File: src/rtl/fetch_stage.sv
// Instruction-fetch stage with the F/D pipeline latch.
// Holds the fetch PC, drives the instruction-memory address, latches the
// fetched word into F/D, and applies stalls and branch/jump redirects.
// Fetch and bubble performance counters are kept alongside.
module fetch_stage #(
    parameter int          ADDR_WIDTH = 12,
    parameter logic [31:0] RESET_PC   = 32'd0
) (
    input  logic                  clock,
    input  logic                  reset,
    input  logic                  stall,
    input  logic                  redirect,
    input  logic [31:0]           redirect_pc,
    output logic [ADDR_WIDTH-1:0] imem_addr,
    input  logic [31:0]           imem_data,
    output logic [31:0]           pc,
    output logic [31:0]           fd_instruction,
    output logic [31:0]           fd_pc,
    output logic [31:0]           fd_pc_plus1,
    output logic                  fd_valid,
    output logic [31:0]           fetch_count,
    output logic [31:0]           bubble_count
);

    typedef enum logic {
        BOOT = 1'b0,
        RUN  = 1'b1
    } fetchState_t;

    fetchState_t r_state;
    fetchState_t w_nextState;

    logic [31:0] r_pc;
    logic [31:0] r_fdInstruction;
    logic [31:0] r_fdPc;
    logic [31:0] r_fdPcPlus1;
    logic        r_fdValid;
    logic [31:0] r_fetchCount;
    logic [31:0] r_bubbleCount;

    logic [31:0] w_pcPlus1;
    logic        w_loadFetch;
    logic        w_loadBubble;
    logic        w_loadRedirect;

    // The incremented PC feeds both the next fetch PC and the registered link value.
    assign w_pcPlus1 = r_pc + 32'd1;

    // State register; reset always returns to BOOT, even mid-stall or mid-redirect.
    always_ff @(posedge clock) begin
        if (reset) begin
            r_state <= BOOT;
        end else begin
            r_state <= w_nextState;
        end
    end

    // Next-state and per-edge action selection: redirect beats stall beats normal fetch.
    always_comb begin
        w_nextState    = r_state;
        w_loadFetch    = 1'b0;
        w_loadBubble   = 1'b0;
        w_loadRedirect = 1'b0;
        case (r_state)
            BOOT: begin
                w_nextState    = RUN;
                w_loadBubble   = 1'b1;
                w_loadRedirect = redirect;
            end
            RUN: begin
                if (redirect) begin
                    w_loadBubble   = 1'b1;
                    w_loadRedirect = 1'b1;
                end else if (!stall) begin
                    w_loadFetch = 1'b1;
                end
            end
            default: begin
                w_nextState = BOOT;
            end
        endcase
    end

    // PC, F/D latch and counters; a stalled RUN cycle leaves every register untouched.
    always_ff @(posedge clock) begin
        if (reset) begin
            r_pc            <= RESET_PC;
            r_fdInstruction <= 32'd0;
            r_fdPc          <= 32'd0;
            r_fdPcPlus1     <= 32'd0;
            r_fdValid       <= 1'b0;
            r_fetchCount    <= 32'd0;
            r_bubbleCount   <= 32'd0;
        end else begin
            if (w_loadRedirect) begin
                r_pc <= redirect_pc;
            end else if (w_loadFetch) begin
                r_pc <= w_pcPlus1;
            end

            if (w_loadBubble) begin
                r_fdInstruction <= 32'd0;
                r_fdPc          <= 32'd0;
                r_fdPcPlus1     <= 32'd0;
                r_fdValid       <= 1'b0;
                r_bubbleCount   <= r_bubbleCount + 32'd1;
            end else if (w_loadFetch) begin
                r_fdInstruction <= imem_data;
                r_fdPc          <= r_pc;
                r_fdPcPlus1     <= w_pcPlus1;
                r_fdValid       <= 1'b1;
                r_fetchCount    <= r_fetchCount + 32'd1;
            end
        end
    end

    assign imem_addr      = r_pc[ADDR_WIDTH-1:0];
    assign pc             = r_pc;
    assign fd_instruction = r_fdInstruction;
    assign fd_pc          = r_fdPc;
    assign fd_pc_plus1    = r_fdPcPlus1;
    assign fd_valid       = r_fdValid;
    assign fetch_count    = r_fetchCount;
    assign bubble_count   = r_bubbleCount;

endmodule

File: config.mk
export PLATFORM = sky130hd
export DESIGN_NAME = fetch_stage
export DESIGN_NICKNAME = d
export VERILOG_FILES = /design/src/rtl/fetch_stage.sv
export SDC_FILE = /design/constraint.sdc
export NUM_CORES = 1
export LEC_CHECK = 0
export CORE_AREA = 2 2 187 97
export DETAILED_ROUTE_END_ITERATION = 16
export DIE_AREA = 0 0 189 99
export PLACE_DENSITY = 0.92
export SLEW_MARGIN = 20
export SYNTH_ARGS = -nofsm -noshare
export SYNTH_HDL_FRONTEND = slang
export SYNTH_SLANG_ARGS = --single-unit
File: constraint.sdc
create_clock -name clock -period 3.1 [get_ports clock]
set_input_delay 0.62 -clock clock [delete_from_list [all_inputs] [get_ports clock]]
set_output_delay 0.62 -clock clock [all_outputs]
set_load 0.005 [all_outputs]
; ---- Yosys cells after proc, flatten, opt, wreduce, memory -nomap -nowiden
; Cells that the tools add are included.
[op_classes]
n_bitwise = 2
n_div = 0
add_sub_neg = 3
order_cmp = 0
multipliers = 0
n_eq_ne = 0
reduce_logical = 3
n_shift = 0
n_mux = 9
[ops]
columns = operator, count
row1 = $add 32x1->32 const B, 3
row2 = $mux 32, 2
row3 = $mux 1, 5
row4 = $pmux 1 s2, 2
row5 = $not 1->1, 2
row6 = $reduce_and 2->1, 1
row7 = $reduce_bool 2->1, 1
row8 = $reduce_or 2->1, 1
[word_totals]
ff_bits = 194
ram_bits = 0
latch_bits = 0
output_inout_bits = 205
n_memories = 0
elab_cells = 25
mem_bits_ro = 0
inputBits = 68

; ---- Logic depth before layout (Yosys ltp)
[depth]
word_depth = 5
depth_mapped = 8
ltp_nobuf = 6

; ---- Worst setup path after synthesis
; OpenSTA, ideal clock, no wires.
[synth_path]
path_kind = in2reg
startpoint = in redirect
endpoint = reg r_fetchCount[30] (netlist: fetch_count[30])
path_buffers = 2
required_time_ns = 3.030
setup_slack_ns = 0.799
cell_stages = 7
setup_time_ns = 0.070
arrival_ns = 2.230
path_cell_list = buf_6 -> or3b_1 -> buf_2 -> nor4_4 -> nand2_1 -> or4_1 -> a21oi_1
[synth_via]
elab_chain_len = 4
elab_cells_between_ends = 6
classes_between = 4 x mux / 1 x bitwise / 1 x reduce/logical
[synth_rtl]
columns = item, line_no
row1 = "start, declared", 12  ; input logic redirect,
row2 = $mux 1, 71  ; if (redirect) begin
row3 = $pmux 1 s2, 64  ; case (r_state)
row4 = $not 1->1 (no source line), --
row5 = $reduce_and 2->1 (no source line) (*), --
row6 = "end signal, assigned", 112  ; r_fetchCount <= r_fetchCount + 32'd1;
row7 = "end, declared", 38  ; logic [31:0] r_fetchCount;
; Mark *: on every way between the ends. The rest lies on a longest branch, timed or not.
; A chain may end at the register's enable or synchronous reset.

; ---- Final worst setup path
[layout_path]
startpoint = in redirect
endpoint = reg r_fdInstruction[17] (netlist: fd_instruction[17])
[layout_via]
elab_chain_len = 3
elab_cells_between_ends = 5
classes_between = 4 x mux / 1 x reduce/logical
[layout_rtl]
columns = item, line_no
row1 = $mux 1, 71
row2 = $pmux 1 s2, 64
row3 = $reduce_or 2->1 (no source line), --
row4 = "end signal, assigned", 108  ; r_fdInstruction <= imem_data;
row5 = "end, declared", 34  ; logic [31:0] r_fdInstruction;
; Several ways; a longest one is shown, not always the timed one.

==> out/summary.md <==
### Logic synthesis
* 1029 — net count after synthesis
* sky130_fd_sc_hd__dfxtp_1 — Top FF cell, synth
* 46.04% — post-synth top area share
* 0 — count of synthesis-stage warnings from yosys
* sky130_fd_sc_hd__dfxtp_1 — most repeated cell in the gate-level netlist after synthesis
* sky130_fd_sc_hd__dfxtp_1 — cell accounting for the most synthesized area
* 8.805 µm² — Avg Inst Size Synth
* 0 — number of enable flip-flop cells after synthesis
* sky130_fd_sc_hd__dfxtp_1 46%, sky130_fd_sc_hd__mux2i_1 8.1%, sky130_fd_sc_hd__xor2_1 8.0%, sky130_fd_sc_hd__nor2_1 7.5%, sky130_fd_sc_hd__nand4_1 3.7% — biggest area contributors in the synthesized netlist
* 194 x sky130_fd_sc_hd__dfxtp_1, 168 x sky130_fd_sc_hd__nor2_1, 77 x sky130_fd_sc_hd__xor2_1 — ranking of synthesized cells by instance count
* 40 — Distinct cells, synth
* 958 — cell count after synthesis
* 46.04% — fraction of the yosys area taken by sequential cells
* 8436 µm² — area of the mapped netlist
* 0% — asr flop ratio synth
* 194 — post-synthesis sequential element count

### Setup path
* flip-flop — kind of capture point of the worst setup path
* sky130_fd_sc_hd__buf_4 — most frequent cell on the critical path
* 3.45 ns — data required time of the worst path
* sky130_fd_sc_hd__nor2b_1 — slowest stage cell, crit path
* 0.49 ns — CP peak stage delay
* 0.74 ns — minimum setup slack among reg-to-reg paths
* 48 — Max FO, Critical Path
* clkdlybuf4s50_1, buf_4, nor2b_1, nand2_4, buf_4, nor2_1 — worst-path cell chain
* 2.74 ns — data arrival time of the critical path
* simple AND/OR/NAND/NOR gates — top cell family by delay on the critical path
* pc[28] — endpoint of the worst register-to-register path
* input port to flip-flop — kind of critical path
* 3 — number of buffers and inverters on the critical path
* input port — critical path launch point type
* pc[1] — startpoint of the worst-slack reg-to-reg timing path
* 6 — depth of the worst register-to-register path

### Routing
* 18.50 µm — wire length per cell
* 12.10 mm — wire length on met2
* met4 — Top Metal Used
* 7881 — total vias in the final route
* 5.450 — vias per inst
* 0 — antenna-violating nets left
* 0 — # DRC
* 620 — drt first-iter violations
* 11.68 mm — metal1 wirelength
* 26.75 mm — total detailed-routing wirelength
* 5 — DR pass1 iterations
* 2.587 mm — Routed met3 length

### Timing
* 0 ns — final-layout setup total negative slack
* 0 — max-slew violation count
* 417.3 MHz — highest achievable clock rate
* 49.23% — worst slew margin relative to its limit
* 77.30% — final critical-path share of the clock period
* false — setup repair after global routing missed its margin
* 0.01492 ns — Worst Skew
* 2.396 ns — min cycle time layout
* 0.7588 ns — worst slew pin tran
* 0 — final hold violation count
* 0 — Setup-failing EPs final

### Floorplanning
* 34 — floorplan row count
* 99 µm — height of the die
* 189 µm — DIE WIDTH
* 273 — number of placed I/O pins
* 18710 µm² — Die Area
* 17060 µm² — core area
* 49.45% — initial cell density of the core

### Clocking
* done — CTS tree
* 194 — clock sink count
* 0 — Post-CTS Repair Setup Buffers
* 2 — number of buffers on the longest clock path
* 17 — total clock buffers created by CTS
* 0.43 ns — Clock Latency Late Sink
* sky130_fd_sc_hd__clkbuf_16 — clock root buffer
* 0.07 ns — Clock transition at path regs
* 0 — number of gates resized after cts
* 4 — CTS HTree Levels
* 0 — number of buffers added to fix hold violations after cts

### Finish
* 11930 µm² — final std cell area, no fill
* 1282 — Fillers
* 6.023% — layout cells sized above 1
* 0 — antenna diode count
* 41.38% — area delta synth->final
* 1270 — count of nets after finishing

### Run
* 0 — reported max-cap violation count

### GRT
* 7594 — vias in the first global route
* 28.46% — Tot GR Track Use
* 0 — global route overflow
* 41.78 mm — wire length of the first global-routing pass
* 50 — maximum number of pins on one net before global-route repair
* 0 — initial antenna violation count

### Hold path
* 2 — Worst Hold Path Cells
* fd_pc[0] — worst hold path endpoint
* fd_pc[0] — Min-Delay Startpoint
* flip-flop to flip-flop — type of the worst min-delay path

### Power and ir drop
* 0.0003403 V — maximum VDD drop
* 444.3 nW/µm² — power density over the cells
* 4.352 nW — leakage

### Place
* 272 — number of port buffers
* 11350 µm² — cell area after placement
* 0.8969 — Final GP Congestion
* 19.27 mm — Post-DP HPWL

### Run status
* complete, no violations — status

per-stage QoR:
step                      util, %  hold WS [ns]  setup WS [ns]  std cells  total power, mW
after CTS                   69.91        0.4551         0.7300       1446            5.331
after global placement      66.52        0.4339         0.3776       1414            3.156
final                       69.91        0.4540         0.7037       1446            5.298
after global routing        69.91        0.4741         0.5730       1446            5.479
after floorplan                 -        0.4421         0.7993        958            2.891
after detailed placement    66.52        0.4459         0.3188       1414            3.168
layout make-up:
class,count,area [µm²],share of cell area [%]
clock buffers,20,456.7,3.829
clock inverters,12,122.6,1.028
inverters,13,48.80,0.4091
multi-input cells,671,4169,34.96
flip-flops and latches,194,3884,32.56
well taps,234,292.8,2.455
repair buffers,302,2953,24.76
worst max path at each step:
stage	start	to	slack (ns)	cells past startpoint
3_3_place_gp	redirect	fetch_count[30]	0.38	6
4_1_cts	redirect	fd_instruction[17]	0.73	6
5_1_grt	pc[0]	pc[28]	0.57	6
2_1_floorplan	redirect	fetch_count[30]	0.80	7
6_report	redirect	fd_instruction[17]	0.70	6
3_5_place_dp	redirect	fetch_count[30]	0.32	6
power by group:
group / switching (mW) / internal [mW] / leakage, nW / total, mW
Combinational: 0.227 / 0.275 / 2.49 / 0.502
Clock: 1.01 / 1.17 / 0.285 / 2.18
Sequential: 0.0766 / 2.54 / 1.57 / 2.62
Total: 1.31 / 3.99 / 4.35 / 5.30
cell usage in the layout, fill, tap and decap left out, drive strengths merged, types with 12 or more instances in the layout:
cell | synthesis | final
nand2 | 57 | 57
clkbuf | 47 | 20
o21ai | 31 | 31
nor3 | 16 | 16
xor2 | 77 | 77
inv | 13 | 18
and3 | 12 | 12
mux2i | 68 | 68
a211oi | 21 | 21
clkdlybuf4s50 | 0 | 270
nor2 | 168 | 168
buf | 33 | 32
nand3 | 39 | 39
dfxtp | 194 | 194
a21oi | 42 | 42
xnor2 | 33 | 33
nand4 | 51 | 51
worst reg2reg max path: cells and delay by family (launching register included):
| kind | cells | cell delay (ns) |
|---|---|---|
| and+or+nand+nor | 3 | 1.05 |
| xor gates and xnor gates | 1 | 0.17 |
| AOI/OAI and AO/OA | 1 | 0.25 |
| DFF | 1 | 0.50 |
| adders and majority gates | 1 | 0.32 |
state kept, by name (all words and copies together), names as in the netlist:
name	flops
bubble_count	32
fd_valid	1
pc	32
fd_instruction	32
r_state	1
fd_pc	32
fetch_count	32
fd_pc_plus1	32
cells by family (layout without fill, tap and decap cells):
logic type / Yosys count / in the layout / synth area share [%]
simple gates: 380 / 380 / 21.57
buf+inv: 93 / 347 / 4.865
xor+xnor: 110 / 110 / 11.42
mux: 68 / 68 / 8.069
flops: 194 / 194 / 46.04
fa+ha+maj: 3 / 3 / 0.4450
compound gates: 110 / 110 / 7.594
metal layers:
metal  GRT usage [%]  vias to the layer above
met5               0                        -
met4           6.911                        0
met3           7.977                       35
met2           44.55                      379
met1           38.99                     3723
li1                -                     3744
(Power assumes the default switching activity.)
